[src/rtl/noc_input_buffer.sv]
// noc_input_buffer
//   Per-direction input stage of the 5-port NoC router. Buffers incoming flits in a
//   FIFO, parses packet framing from the head flit, requests the arbiter and forwards
//   flits to the crossbar one per cycle while this port holds the grant.
// Ports
//   clk, rst            clock (posedge) and synchronous active-high reset
//   in_valid, in_flit   upstream flit; accepted when in_ready is high
//   in_ready            FIFO not full
//   grant               this port's bit of the arbiter one-hot state
//   req                 packet pending or in flight (registered state != IDLE)
//   flit_id             id field of the FIFO head flit, 3'b000 when empty
//   length              length field latched from the current header
//   out_valid, out_flit registered forwarded flit to the crossbar
//   err                 one-cycle pulse on a framing error
module noc_input_buffer #(
    parameter int unsigned DATA_W = 32,
    parameter int unsigned DEPTH  = 8
) (
    input  logic              clk,
    input  logic              rst,
    input  logic              in_valid,
    input  logic [DATA_W-1:0] in_flit,
    output logic              in_ready,
    input  logic              grant,
    output logic              req,
    output logic [2:0]        flit_id,
    output logic [11:0]       length,
    output logic              out_valid,
    output logic [DATA_W-1:0] out_flit,
    output logic              err
);

    localparam int unsigned PTR_W = (DEPTH > 1) ? $clog2(DEPTH) : 1;
    localparam logic [PTR_W:0] FULL_CNT = DEPTH[PTR_W:0];

    localparam logic [1:0] IDLE = 2'b00;
    localparam logic [1:0] REQ  = 2'b01;
    localparam logic [1:0] XFER = 2'b10;

    localparam logic [2:0] ID_HEAD = 3'b001;
    localparam logic [2:0] ID_BODY = 3'b010;
    localparam logic [2:0] ID_TAIL = 3'b100;

    logic [DATA_W-1:0] mem [DEPTH];
    logic [PTR_W-1:0]  wr_ptr, rd_ptr;
    logic [PTR_W:0]    count;

    logic [1:0]        state, state_next;
    logic [11:0]       length_next;
    logic              err_next;

    logic [DATA_W-1:0] head;
    logic [2:0]        head_id;
    logic              empty, push, pop, pop_fwd, discard;

    assign head     = mem[rd_ptr];
    assign head_id  = head[DATA_W-1:DATA_W-3];
    assign empty    = (count == '0);
    assign in_ready = (count != FULL_CNT);
    assign push     = in_valid & in_ready;
    assign flit_id  = empty ? 3'b000 : head_id;
    assign req      = (state != IDLE);

    // Forwarding pops only under grant; IDLE pops drop stray non-header flits.
    assign pop_fwd  = grant & (state != IDLE) & ~empty;
    assign pop      = pop_fwd | discard;

    always_comb begin
        state_next  = state;
        length_next = length;
        discard     = 1'b0;
        err_next    = 1'b0;
        case (state)
            IDLE: begin
                if (!empty) begin
                    if (head_id == ID_HEAD) begin
                        length_next = head[11:0];
                        state_next  = REQ;
                    end else begin
                        discard  = 1'b1;
                        err_next = 1'b1;
                    end
                end
            end
            REQ: begin
                // Head is the header that moved us here; popping it starts the transfer.
                if (pop_fwd) state_next = XFER;
            end
            XFER: begin
                if (pop_fwd) begin
                    if (head_id == ID_TAIL) begin
                        state_next = IDLE;
                    end else if (head_id != ID_BODY) begin
                        err_next = 1'b1;
                    end
                end
            end
            default: state_next = IDLE;
        endcase
    end

    // Storage has no reset; only pointers and count define validity.
    always_ff @(posedge clk) begin
        if (push) mem[wr_ptr] <= in_flit;
    end

    always_ff @(posedge clk) begin
        if (rst) begin
            wr_ptr    <= '0;
            rd_ptr    <= '0;
            count     <= '0;
            state     <= IDLE;
            length    <= '0;
            out_valid <= 1'b0;
            out_flit  <= '0;
            err       <= 1'b0;
        end else begin
            if (push) wr_ptr <= wr_ptr + PTR_W'(1);
            if (pop)  rd_ptr <= rd_ptr + PTR_W'(1);
            case ({push, pop})
                2'b10:   count <= count + 1'b1;
                2'b01:   count <= count - 1'b1;
                default: count <= count;
            endcase
            state     <= state_next;
            length    <= length_next;
            err       <= err_next;
            out_valid <= pop_fwd;
            if (pop_fwd) out_flit <= head;
        end
    end

endmodule

[config.mk]
export PLATFORM = sky130hd
export DESIGN_NAME = noc_input_buffer
export DESIGN_NICKNAME = d
export VERILOG_FILES = /design/src/rtl/noc_input_buffer.sv
export SDC_FILE = /design/constraint.sdc
export NUM_CORES = 1
export LEC_CHECK = 0
export CAP_MARGIN = 20
export CORE_MARGIN = 4
export CORE_UTILIZATION = 33
export CTS_CLUSTER_DIAMETER = 150
export DETAILED_ROUTE_END_ITERATION = 10
export SLEW_MARGIN = 20
export SYNTH_ARGS = -nofsm -noshare
export SYNTH_HDL_FRONTEND = slang
export SYNTH_SLANG_ARGS = --single-unit
[constraint.sdc]
create_clock -name clk -period 5 [get_ports clk]
set_input_delay 1.5 -clock clk [delete_from_list [all_inputs] [get_ports clk]]
set_output_delay 1.5 -clock clk [all_outputs]
set_load 0.005 [all_outputs]
# Word level (Yosys, flattened, before mapping)
# Memory sizes are Yosys's and may differ from the RTL's. A register that Yosys moved wholly into a read port is not among the register bits.
# Index checks and enable logic that the tools add are counted.
# W data, S select, Z words.
# word_totals
inputBits	36
mem_count	1
mem_bits_rw	256
reg_bits	58
# memory_table
name	words	word_bits	read_ports	rd_ports_with_merged_regs	write_ports	line_no	text
mem	8	32	1	1	1	44	logic [DATA_W-1:0] mem [DEPTH];
# op_classes
n_bitwise	5
addsub	4
muxes	19
eq_ne	13
n_reduce_logical	6
# op_table
operator	count
$mux W2	5
$ne A2 B2 Y1 const B	5
$mux W3	3
$mux W1	8
$pmux W4 S2	1
$add A3 B1 Y3 const B	2
$pmux W2 S3	1
$reduce_and A5 Y1	1
$add A4 B1 Y4 const B	1
$eq A2 B1 Y1 const B	2
$eq A2 B2 Y1 const B	2
$logic_not A4 Y1	1
$ne A4 B4 Y1 const B	1
$reduce_bool A2 Y1	2
$sub A4 B1 Y4 const B	1
$and A1 B1 Y1	3
$eq A3 B1 Y1 const B	1
$eq A3 B3 Y1 const B	1
$ne A3 B2 Y1 const B	1
$reduce_and A3 Y1	1
$logic_not A2 Y1	1
$pmux W1 S2	1
$not A1 Y1	1
$or A1 B1 Y1	1

# Logic depth before layout (Yosys ltp)
# depth
ltp_word	7
depth_mapped	14
ltp_nobuf	13

# Worst setup path before layout
# Ideal clock, no wire load.
# synth_timing
kind	in2reg
start	in in_valid
end	mem mem[0][0] (enable)
path_slack_ns	-0.189
stages	2
setup_ns	0.501
t_arrival_ns	4.688
cell_sequence	nand2_2 nor4_1
# synth_via
elab_chain_cells	3
# synth_rtl
item	line_no	text
start, declared	21	input logic in_valid,
$and A1 B1 Y1	60	assign push = in_valid & in_ready;
$mux W1	104	if (push) mem[wr_ptr] <= in_flit;
$mux W1 (implied by the code)	104	
end, declared	44	
# Every way passes these cells.

==> results.json <==
{
  "cp.arrival_ns": 2.78,
  "ys_seq_area_frac": 0.745,
  "dp_hpwl_um": 14500,
  "io_buffers": 86,
  "synth_edf_count": 256,
  "rsz0062_at_grt": "false",
  "die_h_um": 198,
  "core_um2": 35700,
  "path_buf_inv": 1,
  "yosys.area_share.adder": 0.00419,
  "synth_compound_gate_area_share": 0.0382,
  "ys_seq_elements": 317,
  "clkSlewWorstSetupHoldPaths_ns": 0.06,
  "outcome": "completed",
  "synthMuxAreaShare": 0.153,
  "clock_path_buffers": 3,
  "skew_ns": 0.0160,
  "ir_drop_mv": 0.234,
  "drt-total-wl_um": 24200,
  "power_per_cell_area_nw_per_um2": 504,
  "synth_top_area_frac": 0.643,
  "cts.sinks": 317,
  "yosys.area_share.simple": 0.0404,
  "path_delay_family": "multiplexers",
  "hold_violations": 0,
  "grt_max_degree": 65,
  "cts-root-buf": "clkbuf_16",
  "htreeDepth": 2,
  "die_x_um": 198,
  "fin_hold_ws_ns": 0.497,
  "slew_headroom": 0.504,
  "pin_count": 87,
  "cp_max_fo": 28,
  "grt_overflow": 0,
  "period_share": 0.856,
  "grt_pass1_vias": 6142,
  "drcViolationCount": 0,
  "dieArea_um2": 39300,
  "fill_cells": 3146,
  "synth.area.top_cells": "edfxtp_1 64%, mux4_2 12%, dfxtp_1 10%",
  "drive_above_1_share": 0.205,
  "cap_violations": 0,
  "ys_warn_count": 0,
  "yosysTopAreaCell": "edfxtp_1",
  "synth_top_flop_cell": "edfxtp_1",
  "tns_ns": 0,
  "maxSlewViolCount": 0,
  "p_leak_uw": 0.00451,
  "period_needed_ns": 4.28,
  "ant_nets": 0,
  "antenna_found_initial": 4,
  "rows": 69,
  "area_growth_pct": 22.0,
  "initial_utilization": 0.335,
  "fin_nets": 781,
  "fmax_mhz": 234,
  "setup_violations": 0,
  "post_drt_wl_per_cell_um": 19.7,
  "grt_usage": 0.124,
  "critPathSlowestCell": "dfxtp_4",
  "drt_pre_antenna_iters": 5,
  "path_class": "flop to output pin",
  "ys_types": 47,
  "synthesis.nets": 676,
  "crit_chain": "mux4_2 > mux2_2 > and2_1 > clkdlybuf4s50_1",
  "synth_cells": 636,
  "worstPathRequired_ns": 3.50,
  "antenna_cells": 0,
  "drtIter0Drc": 310,
  "cts_resized": 0,
  "netlist_area_um2": 12000,
  "critical_path.endpoint_type": "output pin",
  "post-cts-setup-buffer-count": 0,
  "hp-class": "flop to flop",
  "start_kind": "flop",
  "numCtsBuffers": 34,
  "synth_top_family_by_area": "multiplexers",
  "worst_pin_slew_ns": 0.744,
  "clk_latency_ns": 0.51,
  "cpPeakStageDelay_ns": 0.73,
  "cts_hold_buf": 0,
  "grt_pass1_wl_um": 37500,
  "ys_async_sr_fraction": 0,
  "cts_tree": "done",
  "routed_via_density": 4.90,
  "place.gp.congestion": 0.729,
  "vias": 6019,
  "synth_area_per_cell_um2": 18.8,
  "synthXorXnorAreaFrac": 0.00440
}
-- Yosys cell counts (all sizes together), types with 2 or more instances --
cell type / n
edfxtp: 256
nor2: 68
mux4: 64
dfxtp: 61
a211oi: 43
mux2i: 34
clkbuf: 20
buf: 16
nand2: 8
a21oi: 6
nand3: 6
nor3: 6
inv: 5
ha: 4
o21ai: 4
xor2: 4
nand2b: 3
nor2b: 3
nor4: 3
a31oi: 2
mux2: 2
nor3b: 2
or3: 2
xnor2: 2
-- path summary, 6_finish.rpt --
path | end | start | slack, ns | cells after the start
hold / removal | length[11]$_SDFFE_PP0P_ | length[11]$_SDFFE_PP0P_ | 0.50 | 2
hold reg to reg | length[11]$_SDFFE_PP0P_ | length[11]$_SDFFE_PP0P_ | 0.50 | 2
setup / recovery | flit_id[0] | flop | 0.72 | 4
setup reg to reg | count[2]$_SDFFE_PP0P_ | flop | 1.08 | 13
-- cells by family after synthesis --
family                   count (synthesis)
AO/OA/AOI/OAI                           62
XOR/XNOR                                 6
adder cells (fa/ha/maj)                  4
multiplexers                           100
flip-flops                             317
buffers and inverters                   41
AND/OR/NAND/NOR                        106
-- report_power, final --
group          internal, uW  switching, uW
Sequential             3080            173
Combinational           817            794
Clock                  1500            987
Total                  5390           1950
-- cell type report --
| cell class | instances | area, um2 | share of cell area |
|---|---|---|---|
| Multi-Input combinational cell | 278 | 2940 | 0.201 |
| Tap cell | 461 | 577 | 0.0395 |
| Inverter | 5 | 18.8 | 0.00129 |
| Sequential cell | 317 | 8910 | 0.611 |
| Clock inverter | 20 | 198 | 0.0136 |
| Timing Repair Buffer | 105 | 1000 | 0.0687 |
| Clock buffer | 42 | 942 | 0.0646 |
-- registers in the layout, summed over array words and instances (netlist names), named ones only --
name and flops:
out_flit 32, mem 256, rd_ptr 3, state 2, wr_ptr 3, err 1, out_valid 1, count 4
length 12
-- cells in the final DEF, fill, tap and decap left out, types with 3 or more instances in the layout --
master	synthesis	final
edfxtp_1	256	256
clkdlybuf4s50_1	0	85
mux4_2	64	64
nor2_1	67	63
dfxtp_1	61	58
a211oi_1	43	43
clkbuf_16	0	35
mux2i_1	32	32
buf_4	1	18
nand2_1	7	7
clkinv_1	0	7
a21oi_1	6	6
inv_1	5	5
nand3_1	5	5
clkinv_2	0	5
nor2_4	0	4
xor2_1	4	4
nor3_2	0	4
ha_1	4	4
clkbuf_8	0	4
nand2b_1	3	3
o21ai_0	3	3
nor2b_1	3	3
clkbuf_1	20	3
bufinv_16	0	3
-- layer usage --
| metal | vias to the layer above | part of all wire | GRT usage |
|---|---|---|---|
| met5 | - | 0.0023 | 0 |
| met4 | 8 | 0.015 | 0.0275 |
| met3 | 36 | 0.052 | 0.0337 |
| met2 | 101 | 0.49 | 0.203 |
| met1 | 3109 | 0.44 | 0.166 |
| li1 | 2765 | - | - |
-- worst reg2reg max path, stage by stage (launching register included) --
cell and delay, ns:
dfxtp_4 0.73, mux4_2 0.62, mux2i_4 0.31, nand3_2 0.18
a31oi_2 0.36, inv_1 0.08, ha_1 0.26, xor2_1 0.17
ha_1 0.20, a21oi_1 0.15, a41oi_2 0.14, xnor2_1 0.16
or3_1 0.31, a21oi_1 0.17
-- stage by stage --
stage                     area (um2)   util  cells  total power [uW]  worst slack [ns]
after global placement         13400  0.377   1165              4930             0.946
after CTS                      14600  0.409   1227              7470             0.636
final                          14600  0.409   1228              7350             0.719
after global routing           14600  0.409   1228              7740             0.549
after floorplan                12000      -    636              4390             0.649
after detailed placement       13400  0.377   1165              4960             0.854
Power figures use the tool's default switching activity.
